**src/rtl/booth_mult.sv**
```systemverilog
// Sequential signed multiplier using radix-2 Booth recoding.
// One Booth iteration per clock; the 2*WIDTH-bit product is split into hi/lo.
// The control unit uses the start/busy/done handshake to stall on the MULT path.
module booth_mult #(
  parameter int WIDTH = 32
) (
  input  logic             clk,
  input  logic             reset,
  input  logic             start,
  input  logic [WIDTH-1:0] data_a,
  input  logic [WIDTH-1:0] data_b,
  output logic [WIDTH-1:0] hi,
  output logic [WIDTH-1:0] lo,
  output logic             busy,
  output logic             done
);

  localparam int CW = $clog2(WIDTH + 1);

  typedef enum logic [1:0] {
    IDLE = 2'd0,
    RUN  = 2'd1,
    DONE = 2'd2
  } state_t;

  state_t           state_r, state_s;
  // A and M carry one guard bit so that subtracting the most-negative M cannot overflow.
  logic [WIDTH:0]   a_r, a_s;
  logic [WIDTH:0]   m_r, m_s;
  logic [WIDTH-1:0] q_r, q_s;
  logic             q1_r, q1_s;
  logic [CW-1:0]    cnt_r, cnt_s;
  logic [WIDTH-1:0] hi_s, lo_s;
  logic             busy_s, done_s;
  logic [2*WIDTH+1:0] step_s;

  // One Booth iteration: add/subtract M depending on {Q[0],Q-1}, then
  // arithmetic-shift {A,Q,Q-1} right by one. Result packs {A',Q',Q-1'}.
  function automatic logic [2*WIDTH+1:0] booth_step(
    input logic [WIDTH:0]   a,
    input logic [WIDTH:0]   m,
    input logic [WIDTH-1:0] q,
    input logic             q1
  );
    logic [WIDTH:0] sum;
    case ({q[0], q1})
      2'b01:   sum = a + m;
      2'b10:   sum = a - m;
      default: sum = a;
    endcase
    // Shifting right drops the old Q-1; the old Q[0] becomes the new Q-1.
    return {sum[WIDTH], sum, q};
  endfunction

  // Next-state, datapath and registered-output next values.
  always_comb begin
    state_s = state_r;
    a_s     = a_r;
    m_s     = m_r;
    q_s     = q_r;
    q1_s    = q1_r;
    cnt_s   = cnt_r;
    hi_s    = hi;
    lo_s    = lo;
    busy_s  = 1'b0;
    done_s  = 1'b0;
    step_s  = booth_step(a_r, m_r, q_r, q1_r);
    case (state_r)
      IDLE: begin
        if (start) begin
          m_s     = {data_a[WIDTH-1], data_a};
          q_s     = data_b;
          a_s     = '0;
          q1_s    = 1'b0;
          cnt_s   = CW'(WIDTH);
          state_s = RUN;
          busy_s  = 1'b1;
        end else begin
          state_s = IDLE;
        end
      end
      RUN: begin
        busy_s = 1'b1;
        a_s    = step_s[2*WIDTH+1:WIDTH+1];
        q_s    = step_s[WIDTH:1];
        q1_s   = step_s[0];
        cnt_s  = cnt_r - CW'(1);
        if (cnt_r == CW'(1)) begin
          hi_s    = step_s[2*WIDTH:WIDTH+1];
          lo_s    = step_s[WIDTH:1];
          state_s = DONE;
          busy_s  = 1'b0;
          done_s  = 1'b1;
        end else begin
          state_s = RUN;
        end
      end
      DONE: begin
        state_s = IDLE;
      end
      default: begin
        state_s = IDLE;
      end
    endcase
  end

  // State, datapath and output registers; reset abandons any operation in flight.
  always_ff @(posedge clk) begin
    if (reset) begin
      state_r <= IDLE;
      a_r     <= '0;
      m_r     <= '0;
      q_r     <= '0;
      q1_r    <= 1'b0;
      cnt_r   <= '0;
      hi      <= '0;
      lo      <= '0;
      busy    <= 1'b0;
      done    <= 1'b0;
    end else begin
      state_r <= state_s;
      a_r     <= a_s;
      m_r     <= m_s;
      q_r     <= q_s;
      q1_r    <= q1_s;
      cnt_r   <= cnt_s;
      hi      <= hi_s;
      lo      <= lo_s;
      busy    <= busy_s;
      done    <= done_s;
    end
  end

endmodule

```
**config.mk**
```make
export PLATFORM = sky130hd
export DESIGN_NAME = booth_mult
export DESIGN_NICKNAME = d
export VERILOG_FILES = /design/src/rtl/booth_mult.sv
export SDC_FILE = /design/constraint.sdc
export NUM_CORES = 1
export LEC_CHECK = 0
export CAP_MARGIN = 20
export CORE_MARGIN = 3
export CORE_UTILIZATION = 55
export DETAILED_ROUTE_END_ITERATION = 7
export GPL_TIMING_DRIVEN = 0
export PLACE_DENSITY = 0.86
export SLEW_MARGIN = 40
export SYNTH_ARGS = -nofsm -noshare
export SYNTH_HDL_FRONTEND = slang
export SYNTH_SLANG_ARGS = --single-unit
```
**constraint.sdc**
```tcl
create_clock -name clk -period 4.7 [get_ports clk]
set_input_delay 1.41 -clock clk [delete_from_list [all_inputs] [get_ports clk]]
set_output_delay 1.41 -clock clk [all_outputs]
set_load 0.01 [all_outputs]
```
==> impl_results.rst <==
.. list-table::
   :header-rows: 1

   * - Metric
     - Value
   * - Number of buffers inserted during clock tree synthesis
     - 17
   * - Summed instance area of the synthesized netlist
     - 9060 sq um
   * - VDD IR-drop max
     - 0.2646 mV
   * - Synth top area share
     - 37.56%
   * - Depth of the CTS H-tree
     - 4
   * - Ant. Diodes
     - 0
   * - Instance area at placement
     - 10,640 sq um
   * - Master cell of the clock root buffer
     - sky130_fd_sc_hd__clkbuf_16
   * - Share of final-layout standard cells stronger than drive strength 1
     - 4.338%
   * - Endpoints failing setup
     - 0
   * - Die Area
     - 18,050 sq um
   * - Cell area after layout
     - 11,290 sq um
   * - Final min period
     - 4.522 ns
   * - Layout Area Growth over Synthesis
     - 24.64%
   * - Type of origin of the critical path
     - register
   * - Die span in y
     - 134.3 um
   * - DRT antenna net count
     - 0
   * - Placement-stage worst setup slack
     - 0.06143 ns
   * - Count of unique library cells instantiated by Yosys
     - 69
   * - Starting Density
     - 56.62%
   * - Endpoint of the worst hold path
     - lo[16]$_SDFFE_PP0P_
   * - Top library cells by usage in the layout, fill and taps aside
     - sky130_fd_sc_hd__nand2_1, sky130_fd_sc_hd__dfxtp_1, sky130_fd_sc_hd__a21oi_1
   * - Hold Fails Final Rpt
     - 0
   * - Maximum buffer depth of the clock tree
     - 2
   * - Pre-Repair DR Iteration Count
     - 6
   * - Mean post-synth cell area
     - 7.711 sq um
   * - Hold Path Cell Cnt
     - 2
   * - Top area cells in the synthesized netlist
     - sky130_fd_sc_hd__dfxtp_1, sky130_fd_sc_hd__nand2_1, sky130_fd_sc_hd__a21oi_1
   * - Width of the die
     - 134.3 um
   * - Count of nets after finishing
     - 1,428
   * - FF-to-FF path depth
     - 17
   * - Most common cell after layout, fill and taps aside
     - sky130_fd_sc_hd__nand2_1
   * - Vias after detailed routing
     - 9,217
   * - Number of port buffers
     - 131
   * - Clock latency of the later-clocked register in the worst-skew pair
     - 0.44 ns
   * - Maximum capacitance violations
     - 0
   * - Flip-flop and latch count after synthesis
     - 170
   * - Power density over the cells
     - 366.6 nW/um^2
   * - Commonest register cell after synthesis
     - sky130_fd_sc_hd__dfxtp_1
   * - Total grt overflow
     - 0
   * - Critical path required time
     - 5.04 ns
   * - Gpl congestion
     - 0.9766
   * - Leakage power of the design
     - 0.004170 uW
   * - Endpoint of the worst register-to-register path
     - hi[29]$_SDFFE_PP0P_
   * - Crit-path max FO
     - 6
   * - Fill cell count
     - 1,304
   * - Reg clk slew, reported paths
     - 0.07 ns
   * - Overall power after layout
     - 4140 uW
   * - Wire length of the first global-routing pass
     - 42,570 um
   * - Worst hold start
     - lo[16]$_SDFFE_PP0P_
   * - Gate count after technology mapping
     - 1,175
   * - Count of routing violations after the opening detailed-route iteration
     - 976
   * - Antenna violations before repair
     - 0
   * - Crit path capture type
     - register
   * - Via-per-instance ratio
     - 5.935
   * - Avg WL per Cell
     - 17.26 um
   * - Startpoint of the most critical register-to-register path
     - m_r[2]$_SDFFE_PP0P_
   * - Count of flip-flops with a built-in enable after synthesis
     - 0
   * - Worst clock skew
     - 0.008882 ns
   * - Fmax
     - 221.1 MHz
   * - Part of the Yosys area used for sequential elements
     - 37.56%
   * - DP HPWL
     - 19,940 um
   * - I/O pin total
     - 133
   * - Transition time of the tightest slew-check pin
     - 0.8173 ns
   * - Status
     - finished clean
   * - CTS tree
     - built
   * - Net count of the mapped netlist
     - 1,279
   * - Number of clock sinks seen by CTS
     - 170
   * - Final setup margin
     - 0.1782 ns
   * - Routed wire length
     - 26,800 um
   * - Data arrival at the endpoint of the critical path
     - 4.86 ns
   * - Share of the clock period used by the worst path after layout
     - 96.21%
   * - Vias in the first global route
     - 8,722
   * - Final Max Tran Viols
     - 0
   * - Share of the core filled with cells in the final layout
     - 70.57%
   * - Count of yosys warnings during synthesis
     - 0
   * - Pin count of the biggest net entering global routing
     - 17
   * - Worst slack on hold paths
     - 0.4548 ns
   * - Post-route DRC violation count
     - 0
   * - Rel. slew slack
     - 45.31%
   * - Worst hold path type
     - reg -> reg
   * - Total routing resource utilization after global routing
     - 29.02%
   * - Startpoint-to-endpoint class of the critical path
     - reg -> reg
   * - Floorplan core area
     - 16,000 sq um
   * - Number of placement rows
     - 46
   * - Async SR Flop Fraction
     - 0%
   * - Reg-to-reg setup timing slack
     - 0.18 ns
   * - Cell taking the most area after synthesis
     - sky130_fd_sc_hd__dfxtp_1
   * - Critical Path Start
     - m_r[2]$_SDFFE_PP0P_
what timing repair did:
action                     CTS  global route
hold buffers                 0             0
setup buffers                0             0
setup endpoints to repair    0            13
resized for setup            0             8
flip-flops by register name (all words and copies together) (netlist names):
| register | count |
|---|---|
| q1_r | 1 |
| lo | 32 |
| cnt_r | 6 |
| done | 1 |
| m_r | 32 |
| state_r | 2 |
| q_r | 32 |
| a_r | 32 |
| hi | 32 |
logic make-up (layout without fill, tap and decap cells):
kind of cell    Yosys count  count (layout)  synth area share (%)
buf+inv                 133             295                 5.607
fa+ha+maj                37              37                 5.193
simple gates            422             422                 20.55
compound gates          354             354                 25.23
mux                       8               8                0.9253
xor+xnor                 51              51                 4.930
flops                   170             170                 37.56
Yosys cell counts (18+ instances only):
cell type,number
sky130_fd_sc_hd__inv_1,56
sky130_fd_sc_hd__o22ai_1,31
sky130_fd_sc_hd__clkbuf_1,68
sky130_fd_sc_hd__o21ai_0,29
sky130_fd_sc_hd__ha_1,36
sky130_fd_sc_hd__nand3_1,26
sky130_fd_sc_hd__dfxtp_1,170
sky130_fd_sc_hd__nand2_1,218
sky130_fd_sc_hd__xnor2_1,42
sky130_fd_sc_hd__nor3_1,30
sky130_fd_sc_hd__nor2_1,97
sky130_fd_sc_hd__a221oi_1,32
sky130_fd_sc_hd__a21o_1,19
sky130_fd_sc_hd__a21oi_1,139
sky130_fd_sc_hd__a22oi_1,18
final cells by class:
| type | count | area, sq um | share of cell area [%] |
|---|---|---|---|
| plain buffers | 72 | 279.0 | 2.471 |
| clock inverters | 13 | 153.9 | 1.363 |
| flip-flops and latches | 170 | 3403 | 30.14 |
| multi-input cells | 872 | 5196 | 46.02 |
| well taps | 216 | 270.3 | 2.393 |
| inverters | 60 | 225.2 | 1.994 |
| clock buffers | 19 | 452.9 | 4.011 |
| repair buffers | 131 | 1311 | 11.61 |
routing by layer:
metal  vias up  GRT usage, %  wire [um]
met2       489         47.99      12290
met1      4186         36.69      11070
li1       4450             -          -
met5         -             0          0
met3        92         7.202       2557
met4         0         10.97        884
stage by stage:
step	TNS, ns	instances
after CTS	0	1554
final	0	1553
after floorplan	0	1175
after global placement	0	1522
after detailed placement	0	1522
after global routing	-0.1062	1553
power by group:
group	internal, uW	total, uW	switching [uW]
combinational	429	1080	654
sequential	1520	1600	78.0
clock	826	1460	634
total	2770	4140	1370
critical path, cell delays in order (launching register included):
cell and delay, ns:
sky130_fd_sc_hd__dfxtp_1 0.36, sky130_fd_sc_hd__or3_4 0.42, sky130_fd_sc_hd__or3_1 0.36, sky130_fd_sc_hd__nor3_2 0.26, sky130_fd_sc_hd__nand2_1 0.17, sky130_fd_sc_hd__nor2_4 0.19, sky130_fd_sc_hd__a31oi_1 0.12, sky130_fd_sc_hd__xnor2_1 0.16
sky130_fd_sc_hd__ha_1 0.38, sky130_fd_sc_hd__and2_1 0.18, sky130_fd_sc_hd__o21ai_1 0.09, sky130_fd_sc_hd__or3b_1 0.38, sky130_fd_sc_hd__a21o_1 0.20, sky130_fd_sc_hd__a31oi_1 0.22, sky130_fd_sc_hd__o22a_1 0.26, sky130_fd_sc_hd__xor2_1 0.29
sky130_fd_sc_hd__nand2_1 0.10, sky130_fd_sc_hd__a311oi_1 0.28
how the worst max path moves through the flow:
stage,end,slack (ns),cells past startpoint
after floorplan,a_r[31]$_SDFFE_PP0P_,0.62,17
after global placement,hi[29]$_SDFFE_PP0P_,0.15,17
after detailed placement,hi[29]$_SDFFE_PP0P_,0.06,17
after CTS,hi[29]$_SDFFE_PP0P_,0.002,17
after global routing,hi[29]$_SDFFE_PP0P_,-0.05,17
final,hi[29]$_SDFFE_PP0P_,0.18,17
Power figures use the tool's default switching activity.
==> patch, RTL diff (same settings) <==
Remove the register `done`: a continuous assignment takes its place, so the output `done` follows one clock earlier.
--- a/src/rtl/booth_mult.sv
+++ b/src/rtl/booth_mult.sv
@@ -116,7 +116,6 @@
       hi      <= '0;
       lo      <= '0;
       busy    <= 1'b0;
-      done    <= 1'b0;
     end else begin
       state_r <= state_s;
       a_r     <= a_s;
@@ -127,9 +126,10 @@
       hi      <= hi_s;
       lo      <= lo_s;
       busy    <= busy_s;
-      done    <= done_s;
     end
   end
 
+  assign done = done_s;
+
 endmodule
 
Formal check against the unedited RTL: no difference found for any inputs over 10 cycles, from zero or initial values and one cycle with reset high; that may be too few to reach the edited logic, so the function may still have changed.
==> patch against the original RTL <==
- design area grew 2.8%
- first-iteration DRC count shrank 14%
- sequential cell count shrank 1
- die area grew 3.1%
- synthesized area grew 3.2%
- setup slack gained 44 ps
- routed wire length grew 5.6%
- total power is essentially flat
- largest power group unchanged
==> patch: results (changes against the original RTL) <==
The detail-routed net length per standard cell is 17.4 um (was 17.3 um). The met3 track utilization from global routing is 5.03% (was 7.20%). The peak fanout along the critical path is 9 (was 6). The largest net degree at the start of global routing was 18 (was 17). The share of the clock period used by the worst path after layout is 95.3% (was 96.2%). The detailed-placement wirelength estimate is 21,300 um (was 19,900 um). The longest individual stage delay on the worst path came to 580 ps (was 420 ps). The synthesized netlist net count is 1,353 (was 1,279). The arrival time reported for the critical path endpoint came out at 4830 ps (was 4860 ps). The register-to-register path setup slack came to 220 ps (was 180 ps).

The net switching power came to 1.46 mW (was 1.37 mW). The number of unique standard cell types used by synthesis is 68 (was 69). The standby leakage power came to 4.25 nW (was 4.17 nW). The power share of the combinational group is 28.8% (was 26.1%).

The total number of nets in the final design is 1,499 (was 1,428). The number of gates resized after CTS came to 8 (was 0). The portion of the post-synthesis area used by sequential elements came out at 36.2% (was 37.6%). The placed cell area came out at 10,900 sq um (was 10,600 sq um).

The total power consumption of the routed design is 4.14 mW (about the same). The number of instances in the synthesized netlist came out at 1,249 (was 1,175). The met2 wire length came out at 13,400 um (was 12,300 um).

The met3 wire length came to 2580 um (was 2560 um). The highest metal layer used by the detailed router is met4 (unchanged). The post-place setup slack is -715 ps (was 61.4 ps). The detailed router's first-iteration violation count is 837 (was 976).

Run status: complete, no violations (unchanged). The aggregate global-route resource usage is 30.4% (was 29.0%). The met2 track utilization from global routing is 51.4% (was 48.0%). The weighted congestion reported at the end of routability-driven placement came to 0.895 (was 0.977). The met1 capacity usage during global routing is 39.3% (was 36.7%). The largest clock skew in the final design is 6.19 ps (was 8.88 ps). The share of layout cells above drive strength 1 came out at 4.76% (was 4.34%).

The via count of the first global-routing pass is 8,857 (was 8,722). The detailed-route vias per instance came out at 5.87 (was 5.93). The actual slew at the worst max-slew pin is 795 ps (was 817 ps). The cell with the biggest individual delay on the critical path is sky130_fd_sc_hd__or4_4 (was sky130_fd_sc_hd__or3_4). Most common library cells after synthesis: sky130_fd_sc_hd__nand2_1, sky130_fd_sc_hd__a21oi_1, sky130_fd_sc_hd__dfxtp_1, sky130_fd_sc_hd__nor2_1, sky130_fd_sc_hd__clkbuf_1 (was sky130_fd_sc_hd__nand2_1, sky130_fd_sc_hd__dfxtp_1, sky130_fd_sc_hd__a21oi_1, sky130_fd_sc_hd__nor2_1, sky130_fd_sc_hd__clkbuf_1).
[patch: layout make-up]
type | count | area, sq um
Sequential cell | 169 | 3380
Tap cell | 220 | 275
Fill cell | 1390 | 4970
Clock inverter | 15 | 143
Timing Repair Buffer | 133 | 1330
Clock buffer | 17 | 425
Buffer | 78 | 300
Multi-Input combinational cell | 941 | 5550
Inverter | 55 | 206
[patch: worst paths after layout]
check,from,depth (start not counted),to
max,m_r[5],17,hi[24]
min,q_r[18],2,lo[17]
max reg2reg,m_r[5],17,hi[24]
min reg2reg,q_r[18],2,lo[17]
[patch: cells by family after synthesis]
logic type | count (synthesis) | synth area share (%)
AOI/OAI and AO/OA | 354 | 23.6
muxes | 15 | 1.65
adders and majority gates | 37 | 5.03
xor gates and xnor gates | 55 | 5.15
and+or+nand+nor | 480 | 22.7
DFF | 169 | 36.2
buffers and inverters | 139 | 5.66
